$ cat src/rtl/scrambler_pkg.sv
// Constants and loader state encoding shared by scrambler2, its loader and their benches.
package scrambler_pkg;

  localparam int              SCR_ADDR_W    = 16;
  localparam logic [15:0]     SCR_BASE_ADDR = 16'hF050;
  localparam int              SCR_MAX_LEN   = 32;
  localparam int              LEN_W         = 5;
  localparam int              CNT_W         = 6;

  typedef enum logic [2:0] {
    ST_IDLE  = 3'd0,
    ST_LOAD  = 3'd1,
    ST_DRAIN = 3'd2,
    ST_KICK  = 3'd3,
    ST_WAIT  = 3'd4
  } loader_state_e;

  // Frame length minus one, folded into the scrambler's len_1 field (mod 32).
  function automatic logic [LEN_W-1:0] len_from_cnt(input logic [CNT_W-1:0] cnt);
    logic [CNT_W-1:0] m;
    m = cnt - 1'b1;
    return m[LEN_W-1:0];
  endfunction

endpackage

$ cat src/rtl/scrambler_loader.sv
// Feeds a byte stream into scrambler2's buffer, then launches the scrambler
// on end-of-frame and waits for it to finish before taking the next frame.
//
// Handshake: a byte transfers on a rising edge where s_valid && s_ready are
// both 1. s_ready is registered and is a function of state only; the source
// must hold s_valid/s_data/s_last stable until the transfer happens.
module scrambler_loader
  import scrambler_pkg::*;
#(
  parameter int                ADDR_W    = SCR_ADDR_W,
  parameter logic [ADDR_W-1:0] BASE_ADDR = ADDR_W'(SCR_BASE_ADDR),
  parameter int                MAX_LEN   = SCR_MAX_LEN
) (
  input  logic              clk,
  input  logic              rst_n,
  input  logic              s_valid,
  input  logic [7:0]        s_data,
  input  logic              s_last,
  output logic              s_ready,
  output logic [ADDR_W-1:0] scr_w_addr,
  output logic [7:0]        scr_din,
  output logic              scr_wr_en,
  output logic              scr_start,
  output logic [LEN_W-1:0]  scr_len_1,
  input  logic              scr_busy,
  output logic              frame_done,
  output logic              trunc,
  output loader_state_e     dbg_state
);

  // Index of the last byte that still fits in the buffer.
  localparam logic [CNT_W-1:0] LAST_IDX = CNT_W'(MAX_LEN - 1);

  loader_state_e     state_q, state_d;
  logic [CNT_W-1:0]  cnt_q, cnt_d;
  logic              s_ready_q, s_ready_d;
  logic [ADDR_W-1:0] w_addr_q, w_addr_d;
  logic [7:0]        din_q, din_d;
  logic              wr_en_q, wr_en_d;
  logic              start_q, start_d;
  logic [LEN_W-1:0]  len_1_q, len_1_d;
  logic              frame_done_q, frame_done_d;
  logic              trunc_q, trunc_d;
  logic              accept;

  assign accept = s_valid && s_ready_q;

  // Next-state logic for the FSM, byte counter and buffer write register.
  always_comb begin
    state_d      = state_q;
    cnt_d        = cnt_q;
    w_addr_d     = w_addr_q;
    din_d        = din_q;
    wr_en_d      = 1'b0;
    start_d      = start_q;
    len_1_d      = len_1_q;
    frame_done_d = 1'b0;
    trunc_d      = trunc_q;

    case (state_q)
      ST_IDLE, ST_LOAD: begin
        if (accept) begin
          // A fresh frame clears the previous frame's truncation flag.
          if (state_q == ST_IDLE) trunc_d = 1'b0;
          wr_en_d  = 1'b1;
          w_addr_d = BASE_ADDR + ADDR_W'(cnt_q);
          din_d    = s_data;
          cnt_d    = cnt_q + 1'b1;
          if (s_last) begin
            // Start rises together with the final write reaching the buffer.
            state_d = ST_KICK;
            start_d = 1'b1;
            len_1_d = len_from_cnt(cnt_d);
          end else if (cnt_q == LAST_IDX) begin
            trunc_d = 1'b1;
            state_d = ST_DRAIN;
          end else begin
            state_d = ST_LOAD;
          end
        end
      end
      ST_DRAIN: begin
        // Overflow bytes are swallowed; cnt stays at MAX_LEN.
        if (accept && s_last) begin
          state_d = ST_KICK;
          start_d = 1'b1;
          len_1_d = len_from_cnt(cnt_q);
        end
      end
      ST_KICK: begin
        if (scr_busy) begin
          start_d = 1'b0;
          state_d = ST_WAIT;
        end
      end
      ST_WAIT: begin
        if (!scr_busy) begin
          frame_done_d = 1'b1;
          cnt_d        = '0;
          state_d      = ST_IDLE;
        end
      end
      default: begin
        state_d = ST_IDLE;
        start_d = 1'b0;
        cnt_d   = '0;
      end
    endcase

    s_ready_d = (state_d == ST_IDLE) || (state_d == ST_LOAD) || (state_d == ST_DRAIN);
  end

  // Single register bank for FSM state and all registered outputs.
  always_ff @(posedge clk) begin
    if (!rst_n) begin
      state_q      <= ST_IDLE;
      cnt_q        <= '0;
      s_ready_q    <= 1'b0;
      w_addr_q     <= BASE_ADDR;
      din_q        <= '0;
      wr_en_q      <= 1'b0;
      start_q      <= 1'b0;
      len_1_q      <= '0;
      frame_done_q <= 1'b0;
      trunc_q      <= 1'b0;
    end else begin
      state_q      <= state_d;
      cnt_q        <= cnt_d;
      s_ready_q    <= s_ready_d;
      w_addr_q     <= w_addr_d;
      din_q        <= din_d;
      wr_en_q      <= wr_en_d;
      start_q      <= start_d;
      len_1_q      <= len_1_d;
      frame_done_q <= frame_done_d;
      trunc_q      <= trunc_d;
    end
  end

  assign s_ready    = s_ready_q;
  assign scr_w_addr = w_addr_q;
  assign scr_din    = din_q;
  assign scr_wr_en  = wr_en_q;
  assign scr_start  = start_q;
  assign scr_len_1  = len_1_q;
  assign frame_done = frame_done_q;
  assign trunc      = trunc_q;
  assign dbg_state  = state_q;

endmodule

$ cat config.mk
export PLATFORM = sky130hd
export DESIGN_NAME = scrambler_loader
export DESIGN_NICKNAME = d
export VERILOG_FILES = /design/src/rtl/scrambler_pkg.sv /design/src/rtl/scrambler_loader.sv
export SDC_FILE = /design/constraint.sdc
export NUM_CORES = 1
export LEC_CHECK = 0
export BUFFER_PORTS_ARGS = -buffer_cell sky130_fd_sc_hd__buf_2
export CORE_MARGIN = 4
export CORE_UTILIZATION = 41
export DETAILED_ROUTE_END_ITERATION = 10
export GPL_TIMING_DRIVEN = 0
export PLACE_DENSITY = 0.68
export SLEW_MARGIN = 20
export SYNTH_ARGS = -nofsm -noshare
export SYNTH_HDL_FRONTEND = slang
export SYNTH_SLANG_ARGS = --single-unit
$ cat constraint.sdc
create_clock -name clk -period 3.65 [get_ports clk]
set_input_delay 0.1825 -clock clk [delete_from_list [all_inputs] [get_ports clk]]
set_output_delay 0.1825 -clock clk [all_outputs]
set_load 0.01 [all_outputs]
# After elaboration in Yosys (flattened, before gate mapping)
# Index checks and enable logic that the tools add are counted.
[totals]
reg_bits = 43
out_inout_bits = 37
inputBits = 13
mem_bits_rw = 0
latch_bits = 0
mem_bits_ro = 0
memories = 0
elab_cells = 67
[classes]
n_reduce_logical = 15
n_bitwise = 2
mux = 24
mul = 0
n_addsub = 4
eq_ne = 12
div_mod_pow = 0
order_cmp = 0
shifts = 0
[ops]
columns = ["operator", "count"]
rows = [
  ["$pmux W6 S3", 1],
  ["$mux W5", 3],
  ["$add A13 B7 Y14 const A", 1],
  ["$mux W3", 4],
  ["$mux W6", 2],
  ["$pmux W3 S4", 1],
  ["$ne A2 B2 Y1 const B", 5],
  ["$pmux W5 S2", 1],
  ["$sub A5 B1 Y5 const B", 2],
  ["$eq A3 B2 Y1 const B", 3],
  ["$mux W1", 9],
  ["$add A6 B1 Y6 const B", 1],
  ["$eq A3 B1 Y1 const B", 2],
  ["$eq A6 B5 Y1 const B", 1],
  ["$logic_not A3 Y1", 2],
  ["$reduce_and A2 Y1", 3],
  ["$reduce_and A5 Y1", 1],
  ["$mux W2", 2],
  ["$pmux W1 S4", 1],
  ["$reduce_and A4 Y1", 1],
  ["$reduce_or A2 Y1", 2],
  ["$eq A3 B3 Y1 const B", 1],
  ["$reduce_and A3 Y1", 1],
  ["$logic_and A1 B1 Y1", 2],
  ["other kinds (3)", 5],
]

# Depth between registers and ports, before layout
# Gate-level depths: netlist of the first run.
[depth]
depth_word = 8
depth_mapped = 9
depth_no_buf = 9

# Worst setup path after synthesis of the first run
# Ideal clock, no wire load.
[synth_timing]
path_kind = "register to register"
start = "reg state_q[0], in the netlist dbg_state[0]"
end = "reg len_1_q[2], in the netlist scr_len_1[2]"
setup_time_ps = 128
period_less_slack_ps = 1808
stages_incl_launch_ff = 9
required_ps = 3522
n_path_buf = 1
arrival_time_ps = 1680
setup_slack_ps = 1842
cell_sequence = "dfxtp_1 > or3b_1 > buf_2 > xnor2_1 > ha_1 > xor2_1 > xnor2_1 > mux2i_1 > nor2_1"
[synth_between]
elab_chain_len = 4
word_cells_on_any_way = 10
cone_classes = "eq/ne (5); mux (1); reduce/logical (4)"
[synth_rtl]
columns = ["element", "line", "text"]
rows = [
  ["start: declaration", "scrambler_loader.sv:34", "loader_state_e state_q, state_d;"],
  ["start signal: assignment", "scrambler_loader.sv:127", "state_q <= state_d;"],
  ["$eq A3 B1 Y1 / $logic_not A3 Y1 (equally long branches)", "scrambler_loader.sv:60", "case (state_q)"],
  ["$reduce_or A2 Y1", "scrambler_loader.sv:60", ""],
  ["$ne A2 B2 Y1 (no source line) / $reduce_bool A2 Y1 (equally long branches)", "n/a", ""],
  ["$reduce_and A4 Y1 (no source line)", "n/a", ""],
  ["end signal: assignment", "scrambler_loader.sv:134", "len_1_q <= len_1_d;"],
  ["end: declaration", "scrambler_loader.sv:41", "logic [LEN_W-1:0] len_1_q, len_1_d;"],
]
# Several ways; a longest one is shown, not always the timed one.
# A chain may end at the register's enable or synchronous reset.

# Worst setup path after layout of the first run
# Same ends and word-level chain as after synthesis.

==> results of run 1 <==
==> stage by stage <==
step	instances	cell area [um2]	hold WS, ps	setup WS, ps
after global placement	301	1950	427	1700
after CTS	309	2040	118	1700
after floorplan	213	1690	262	1840
final	309	2040	124	1680
after global routing	309	2040	122	1440
after detailed placement	301	1950	431	1690
==> registers in the layout, indices dropped and copies added (netlist names) <==
name	count
cnt_q	6
scr_din	8
scr_len_1	5
trunc	1
scr_wr_en	1
dbg_state	3
frame_done	1
scr_start	1
scr_w_addr	8
s_ready	1
==> critical path: stages, from the launching register on <==
cell	delay, ps
dfxtp_1	400
or3b_1	380
buf_2	170
xnor2_1	210
ha_1	230
xor2_1	180
xnor2_1	80
mux2i_1	140
nor2_1	50
==> placed cells by master (no fill, tap or decap), drive strengths merged, types with 4 or more instances in the layout <==
cell,Yosys,final
xnor2,5,5
inv,4,4
dfxtp,35,35
nor3,5,5
o21ai,8,8
xor2,4,4
ha,4,4
clkinv,1,4
clkbuf,7,12
nand2,41,41
buf,16,56
nor2,16,16
a21oi,25,25
conb,2,8
==> final cells by class <==
| cell class | instances | area share, % |
|---|---|---|
| multi-input cells | 150 | 41.6 |
| flip-flops and latches | 35 | 34.4 |
| plain buffers | 23 | 6.15 |
| well taps | 48 | 2.95 |
| clock inverters | 3 | 0.738 |
| clock buffers | 5 | 3.38 |
| inverters | 5 | 0.922 |
| repair buffers | 40 | 9.83 |
==> logic make-up after synthesis <==
kind of cell               Yosys count  synth area share, %
and+or+nand+nor                     80                 22.2
muxes                                2                 1.20
buffers and inverters               28                 8.62
xor gates and xnor gates             9                 4.72
other                                2                0.450
AOI/OAI and AO/OA                   47                 17.8
adders and majority gates            4                 3.00
DFF                                 35                 42.0
==> worst paths after layout <==
kind / startpoint / endpoint / slack [ps] / cells past startpoint
hold reg to reg: scr_din[5] / scr_din[5] / 450 / 2
setup reg to reg: dbg_state[0] / scr_len_1[2] / 1680 / 8
hold / removal: s_data[3] / scr_din[3] / 120 / 3
setup / recovery: dbg_state[0] / scr_len_1[2] / 1680 / 8
==> per-layer routing <==
metal / share of wire [%] / global-route usage (%) / vias up
met3: 7.1 / 4.21 / 8
li1: - / - / 794
met4: 2.3 / 6.05 / 0
met2: 44 / 23.1 / 54
met1: 47 / 19.6 / 673
met5: 0 / 0 / -
==> report_power, final <==
part	internal [mW]	leakage [nW]	switching, mW
sequential	0.396	0.285	0.00895
combinational	0.0480	0.582	0.0662
clock	0.130	0.0477	0.139
==> reports/results.ini, run 1 <==
[sta]
setup_tns_ps=0
finalClockSkew_ps=6.76
relSlewSlack_pct=65.0
rsz0062_at_grt=no
max_freq_mhz=509
final.min_clock_period_ps=1970
tightestPinTransition_ps=526
finalCritPeriodShare_pct=53.9
slew_violations=0
hold_viol_final=0
finalSetupViolCount=0

[drt]
routed_wl_mm=3.67
drtAntennaViolNets=0
drt-wirelength-per-cell_um=11.9
first_iter_violations=56
dr.pass1.iters=5
via_per_inst=4.95
drc=0
vias=1529

[logic_synthesis]
ys_warn_count=0
yosys.area.top_type=dfxtp_1
synth.cell_area_mm2=0.00167
synthFlopType=dfxtp_1
ys_ff_latch=35
synth_cells=207
avgSynthCellArea_um2=8.06
seq_area_frac_synth_pct=42.0
synth_edf_count=0
synth_top_area_share_pct=42.0
ys_types=40
synth_most_common_cell=nand2_1
synthTopCellsByCount=41 x nand2_1, 35 x dfxtp_1, 25 x a21oi_1, 16 x nor2_1
async_reset_ff_share_pct=0
synth_area_leaders=dfxtp_1 42%, nand2_1 9.2%, a21oi_1 7.5%

[place]
dp_hpwl_mm=2.67
place.gp.congestion=0.849
portBuffers=40

[power]
power.density_mw_per_mm2=387
ir_drop_mv=0.226
power.total_uw=788
p_leak_nw=0.914

[layout]
fillerInstances=372
multi_input_area_um2=847
fin_nets=277
drive_gt1_share_pct=26.4
area_growth_syn_to_layout_pct=22.0
final_util_pct=53.6
seq_area_um2=701
n_antenna_cell=0

[global_route]
grt_use_total_pct=14.9
grt_pass1_wl_mm=6.24
grt_pass1_vias=1429
antenna_found_initial=0
grt_overflow=0
grt_max_degree=12

[cts]
cts_tree=done
cts_root_buffer=clkbuf_8
clk_pin_slew_ps=70
cts-buffers-inserted=5
cts_setup_buffers=0
clock_path_buffers=2
clkLatencyLatePin_ps=290
ctsResizeCount=0
postCtsHoldBufs=0
htreeDepth=2
clock-sinks=35

[setup_path]
crit_fanout=10
arrival_ps=2120
start_kind=flip-flop
endpoint_kind=flip-flop
worst-setup-path-type=flip-flop to flip-flop
required_ps=3810

[die]
die_h_um=71.8
pin_count=50
die_x_um=71.8
fp.dieArea_mm2=0.00516
core-area_mm2=0.00380
row_count=22
start_util_pct=43.9

[status]
status=finished clean

[min_path]
min_path_type=input port to flip-flop

[run]
maxCapViolCount=0

Power figures use the tool's default switching activity.
==> inputs of run 2 (changes only) <==
Settings changed: PLACE_DENSITY 0.68 to 0.7.
Clock period 3.65 ns to 1.7 ns, I/O delays scaled along.
==> run 2 against run 1 <==
  * The flow now finishes with violations (negative setup slack)
  * Count of clock-buffer cells in the layout rose by 3
  * Wire length grew 12%
  * Sequential cell count unchanged
  * Sequential share of layout area shrank 3.1 points
  * Clock power is 150% higher
  * Cell count increased by 3.9%
  * Power increased by 130%
  * Setup slack worse by 1700 ps
  * Non-clock buffer count rose by 12
==> reports/results.ini, run 2 (synthesized netlist as in run 1, its figures left out) <==
[cts]
cts_root_buffer=clkbuf_8  ; unchanged
clock_path_buffers=2  ; unchanged
cts_tree=done  ; unchanged
cts-buffers-inserted=5  ; unchanged
clkLatencyLatePin_ps=290  ; about the same
postCtsHoldBufs=0  ; unchanged
clk_pin_slew_ps=70  ; about the same
htreeDepth=2  ; unchanged
clock-sinks=35  ; unchanged

[power]
p_leak_nw=1.01  ; was 0.914 nW
ir_drop_mv=0.634  ; was 0.226 mV
power.density_mw_per_mm2=817  ; was 387 mW/mm2

[layout]
drive_gt1_share_pct=34.8  ; was 26.4%
fin_nets=289  ; was 277
fillerInstances=363  ; was 372
final_common_cell=buf_2  ; unchanged
mostFrequentLayoutCells=43 x buf_2, 41 x nand2_1, 31 x dfxtp_1  ; was 47 x buf_2, 41 x nand2_1, 35 x dfxtp_1
area_growth_syn_to_layout_pct=35.7  ; was 22.0%
stdcell_count=321  ; was 309
n_antenna_cell=0  ; unchanged

[setup_path]
worst-setup-path-type=flip-flop to flip-flop  ; unchanged
start_kind=flip-flop  ; unchanged
arrival_ps=1910  ; was 2120 ps
required_ps=1880  ; was 3810 ps
crit_fanout=5  ; was 10
endpoint_kind=flip-flop  ; unchanged

[place]
place.gp.congestion=0.872  ; was 0.849
dp.cells=301  ; unchanged
portBuffers=40  ; unchanged
dp_hpwl_mm=2.70  ; was 2.67 mm

[global_route]
grt_overflow=0  ; unchanged
grt_pass1_wl_mm=6.29  ; was 6.24 mm
antenna_found_initial=0  ; unchanged
grt_use_total_pct=15.5  ; was 14.9%
grt_pass1_vias=1395  ; was 1429
grt_max_degree=11  ; was 12

[drt]
routed_wl_mm=4.10  ; was 3.67 mm
drt-wirelength-per-cell_um=12.8  ; was 11.9 um
vias=1621  ; was 1529
dr.pass1.iters=5  ; unchanged
first_iter_violations=52  ; was 56
drtAntennaViolNets=0  ; unchanged
drc=0  ; unchanged
via_per_inst=5.05  ; was 4.95

[die]
row_count=22  ; unchanged
core-area_mm2=0.00380  ; unchanged
start_util_pct=43.9  ; unchanged
die_h_um=71.8  ; unchanged
pin_count=50  ; unchanged
fp.dieArea_mm2=0.00516  ; unchanged
die_x_um=71.8  ; unchanged

[sta]
finalCritPeriodShare_pct=102  ; was 53.9%
finalSetupViolCount=2  ; was 0
rsz0062_at_grt=yes  ; was no
hold_viol_final=0  ; unchanged
final.min_clock_period_ps=1730  ; was 1970 ps
setup_tns_ps=-50.2  ; was 0 ps
relSlewSlack_pct=62.9  ; was 65.0%
max_freq_mhz=579  ; was 509 MHz
setup_ws_ps=-26.9  ; was 1680 ps
slew_violations=0  ; unchanged
tightestPinTransition_ps=556  ; was 526 ps
finalClockSkew_ps=5.64  ; was 6.76 ps

[min_path]
min_path_type=input port to flip-flop  ; unchanged

[status]
violations=negative setup slack
status=complete, but fails checks  ; was finished clean

[run]
maxCapViolCount=0  ; unchanged

[run 2: worst max-delay path: stages (launching register included)]
cell and delay [ps]:
dfxtp_2 360, or3b_1 360, buf_6 140, buf_4 150
a211oi_2 220, a41o_1 140, and3_1 180, o32ai_2 80
[run 2: metrics by stage]
| stage | instance area, um2 | utilization, % | hold WS [ps] | total power [mW] | worst slack (ps) |
|---|---|---|---|---|---|
| 6_report | 2260 | 59.6 | 29.8 | 1.85 | -26.9 |
| 3_5_place_dp | 1970 | 51.9 | 331 | 1.14 | -156 |
| 2_1_floorplan | 1710 | - | 164 | 1.06 | -33.0 |
| 4_1_cts | 2120 | 55.9 | 17.8 | 1.82 | -86.7 |
| 3_3_place_gp | 1970 | 51.9 | 330 | 1.14 | -138 |
| 5_1_grt | 2260 | 59.6 | 31.5 | 1.93 | -147 |
[run 2: report_power, final]
| group | switching [mW] | internal (mW) |
|---|---|---|
| Combinational | 0.169 | 0.148 |
| Sequential | 0.0179 | 0.850 |
| Clock | 0.295 | 0.370 |
| Total | 0.482 | 1.37 |
[run 2: worst paths after layout]
| check | from | to | slack, ps | cells past startpoint |
|---|---|---|---|---|
| hold / removal | s_data[7] | scr_din[7] | 30 | 3 |
| hold reg to reg | scr_w_addr[7] | scr_w_addr[7] | 450 | 2 |
| setup / recovery | dbg_state[1] | scr_len_1[4] | -30 | 7 |
| setup reg to reg | dbg_state[1] | scr_len_1[4] | -30 | 7 |
[run 2: routing by layer]
metal | global-route usage [%] | wire length, um
met5 | 0 | 0
met2 | 23.9 | 1880
met4 | 5.64 | 82
met3 | 5.61 | 298
met1 | 19.9 | 1840
[run 2: cell type report]
cell class	count	area [um2]	share of cell area [%]
buffer	22	148	6.52
clock buffer	8	100	4.42
timing repair buffer	53	298	13.1
sequential	35	708	31.3
multi-input combinational	150	932	41.2
tap	48	60.1	2.65
inverter	5	18.8	0.829
[run 2: what timing repair did]
item	CTS	global route
hold endpoints to repair	0	0
pin swaps	4	7
buffers inserted	5	8
setup endpoints to repair	11	21
gates resized for setup	7	22
cloned	0	0
==> inputs of run 3 (changes only) <==
Settings changed: HOLD_SLACK_MARGIN set to 0.15, PLACE_DENSITY 0.7 to 0.68, REMOVE_ABC_BUFFERS set to 1.
==> run 3 against run 2 <==
  * The flow still finishes with violations (negative setup slack)
  * Sequential share of layout area grew 2.0 points
  * Final area shrank 4.6%
  * Setup slack lost 38 ps
  * Maximum frequency is 2.2% lower
  * Clock power decreased by 14%
  * Via count decreased by 5.0%
  * Combinational power is 15% lower
  * Largest cell class unchanged
==> reports/results.ini, run 3 (synthesized netlist as in run 1, its figures left out) <==
[cts]
postCtsHoldBufs=11  ; was 0
cts_root_buffer=clkbuf_8  ; unchanged
clock-sinks=35  ; unchanged
clock_path_buffers=2  ; unchanged
clk_pin_slew_ps=70  ; about the same
cts_tree=done  ; unchanged
clkLatencyLatePin_ps=280  ; was 290 ps
htreeDepth=2  ; unchanged
cts-buffers-inserted=5  ; unchanged

[place]
portBuffers=41  ; was 40
place.gp.congestion=0.767  ; was 0.872
dp.cells=279  ; was 301
dp_hpwl_mm=2.35  ; was 2.70 mm
post_dp_cell_area_mm2=0.00183  ; was 0.00197 mm2
dp_slack_ps=-522  ; was -156 ps

[die]
pin_count=50  ; unchanged
die_x_um=71.8  ; unchanged
die_h_um=71.8  ; unchanged
fp.dieArea_mm2=0.00516  ; unchanged
core-area_mm2=0.00380  ; unchanged
start_util_pct=43.9  ; unchanged
row_count=22  ; unchanged

[global_route]
grt_use_total_pct=14.8  ; was 15.5%
grt_pass1_vias=1329  ; was 1395
met2_usage_pct=22.9  ; was 23.9%
grt_overflow=0  ; unchanged
use_met1_pct=19.6  ; was 19.9%
antenna_found_initial=0  ; unchanged
grt_pass1_wl_mm=6.10  ; was 6.29 mm
top_usage_layer=met2  ; unchanged
met3_usage_pct=3.37  ; was 5.61%
grt_max_degree=27  ; was 11

[sta]
final.min_clock_period_ps=1760  ; was 1730 ps
max_freq_mhz=567  ; was 579 MHz
fin_hold_ws_ps=60.6  ; was 29.8 ps
slew_violations=0  ; unchanged
tightestPinTransition_ps=741  ; was 556 ps
relSlewSlack_pct=50.3  ; was 62.9%
hold_viol_final=0  ; unchanged
finalCritPeriodShare_pct=104  ; was 102%
finalSetupViolCount=2  ; unchanged
setup_ws_ps=-64.9  ; was -26.9 ps
rsz0062_at_grt=yes  ; unchanged
finalClockSkew_ps=4.15  ; was 5.64 ps

[layout]
seq_area_um2=718  ; was 708 um2
area_growth_syn_to_layout_pct=29.4  ; was 35.7%
drive_gt1_share_pct=28.8  ; was 34.8%
fin_nets=273  ; was 289
multi_input_area_um2=913  ; was 932 um2
stdcell_count=305  ; was 321
design_area_mm2=0.00216  ; was 0.00226 mm2
n_antenna_cell=0  ; unchanged
mostFrequentLayoutCells=41 x nand2_1, 41 x buf_2, 29 x dfxtp_1  ; was 43 x buf_2, 41 x nand2_1, 31 x dfxtp_1
fillerInstances=369  ; was 363

[min_path]
worstHoldStart=rst_n  ; was s_data[7]
min_path_type=input port to flip-flop  ; unchanged

[drt]
routed_wl_mm=3.76  ; was 4.10 mm
drc=0  ; unchanged
dr.pass1.iters=4  ; was 5
drt-wirelength-per-cell_um=12.3  ; was 12.8 um
via_per_inst=5.05  ; about the same
vias=1540  ; was 1621
first_iter_violations=65  ; was 52
drtAntennaViolNets=0  ; unchanged

[power]
ir_drop_mv=0.419  ; was 0.634 mV
power.total_mw=1.72  ; was 1.85 mW
p_leak_nw=0.930  ; was 1.01 nW
power.density_mw_per_mm2=797  ; was 817 mW/mm2

[setup_path]
crit_fanout=5  ; unchanged
required_ps=1850  ; was 1880 ps
critPathLaunch=dbg_state[2]  ; was dbg_state[1]
endpoint_kind=flip-flop  ; unchanged
critical-path-slowest-cell=or3b_4  ; was dfxtp_2
r2r-start=dbg_state[2]  ; was dbg_state[1]
arrival_ps=1920  ; was 1910 ps
worstPathCellList=or3b_4 -> xnor2_2 -> ha_2 -> xor2_1 -> xnor2_1 -> mux2i_1 -> nor2_1  ; was or3b_1 -> buf_6 -> buf_4 -> a211oi_2 -> a41o_1 -> and3_1 -> o32ai_2
start_kind=flip-flop  ; unchanged
worst-setup-path-type=flip-flop to flip-flop  ; unchanged
max_stage_delay_ps=430  ; was 360 ps

[status]
status=complete, but fails checks  ; unchanged
violations=negative setup slack  ; unchanged

[run]
maxCapViolCount=0  ; unchanged

==> run 3: cell count changes in the layout (fill, tap and decap cells not counted), moves of 2 or more <==
cell,before,now
buf_2,43,41
buf_4,23,7
buf_6,3,0
clkbuf_1,5,2
clkbuf_8,7,5
dfxtp_1,31,29
dfxtp_4,1,4
dlygate4sd3_1,0,11
==> run 3: cell type report <==
type                    count  share of cell area (%)
clock buffers               7                    3.53
clock inverters             1                   0.232
inverters                   5                   0.869
multi-input cells         150                    42.3
flip-flops and latches     35                    33.3
well taps                  48                    2.78
repair buffers             59                    17.0
==> run 3: through the flow <==
stage          TNS, ps  utilization (%)
6_report         -91.8             56.9
4_1_cts          -70.4             55.6
3_3_place_gp     -3040             48.2
3_5_place_dp     -3320             48.2
2_1_floorplan     -746                -
5_1_grt           -297             56.9
==> run 3: per-layer routing <==
| metal | vias up | wire length [um] |
|---|---|---|
| met4 | 0 | 63 |
| met2 | 46 | 1680 |
| li1 | 780 | - |
| met3 | 7 | 239 |
| met5 | - | 0 |
| met1 | 707 | 1780 |
==> run 3: critical path: cells and delay by family, from the launching register on <==
kind,cells,cell delay [ps]
muxes,1,130
DFF,1,370
and+or+nand+nor,2,480
adders and majority gates,1,210
xor gates and xnor gates,3,460
==> run 3: worst paths after layout <==
check                        to  slack [ps]  depth (start not counted)
setup / recovery   scr_len_1[2]         -60                          7
hold / removal    scr_w_addr[6]          60                          2
setup reg to reg   scr_len_1[2]         -60                          7
hold reg to reg      scr_din[4]         450                          2
==> run 3: what timing repair did <==
item,CTS,global route
endpoints found under the hold margin,18,2
setup buffers,4,3
endpoints found under the setup margin,14,6
gates resized for setup,19,5
pin swaps,2,4
==> run 3: power breakdown <==
part	total (mW)	switching [mW]	leakage, nW	internal [mW]
clock	0.573	0.286	0.0422	0.287
combinational	0.271	0.144	0.600	0.127
sequential	0.877	0.0284	0.288	0.848
total	1.72	0.458	0.930	1.26
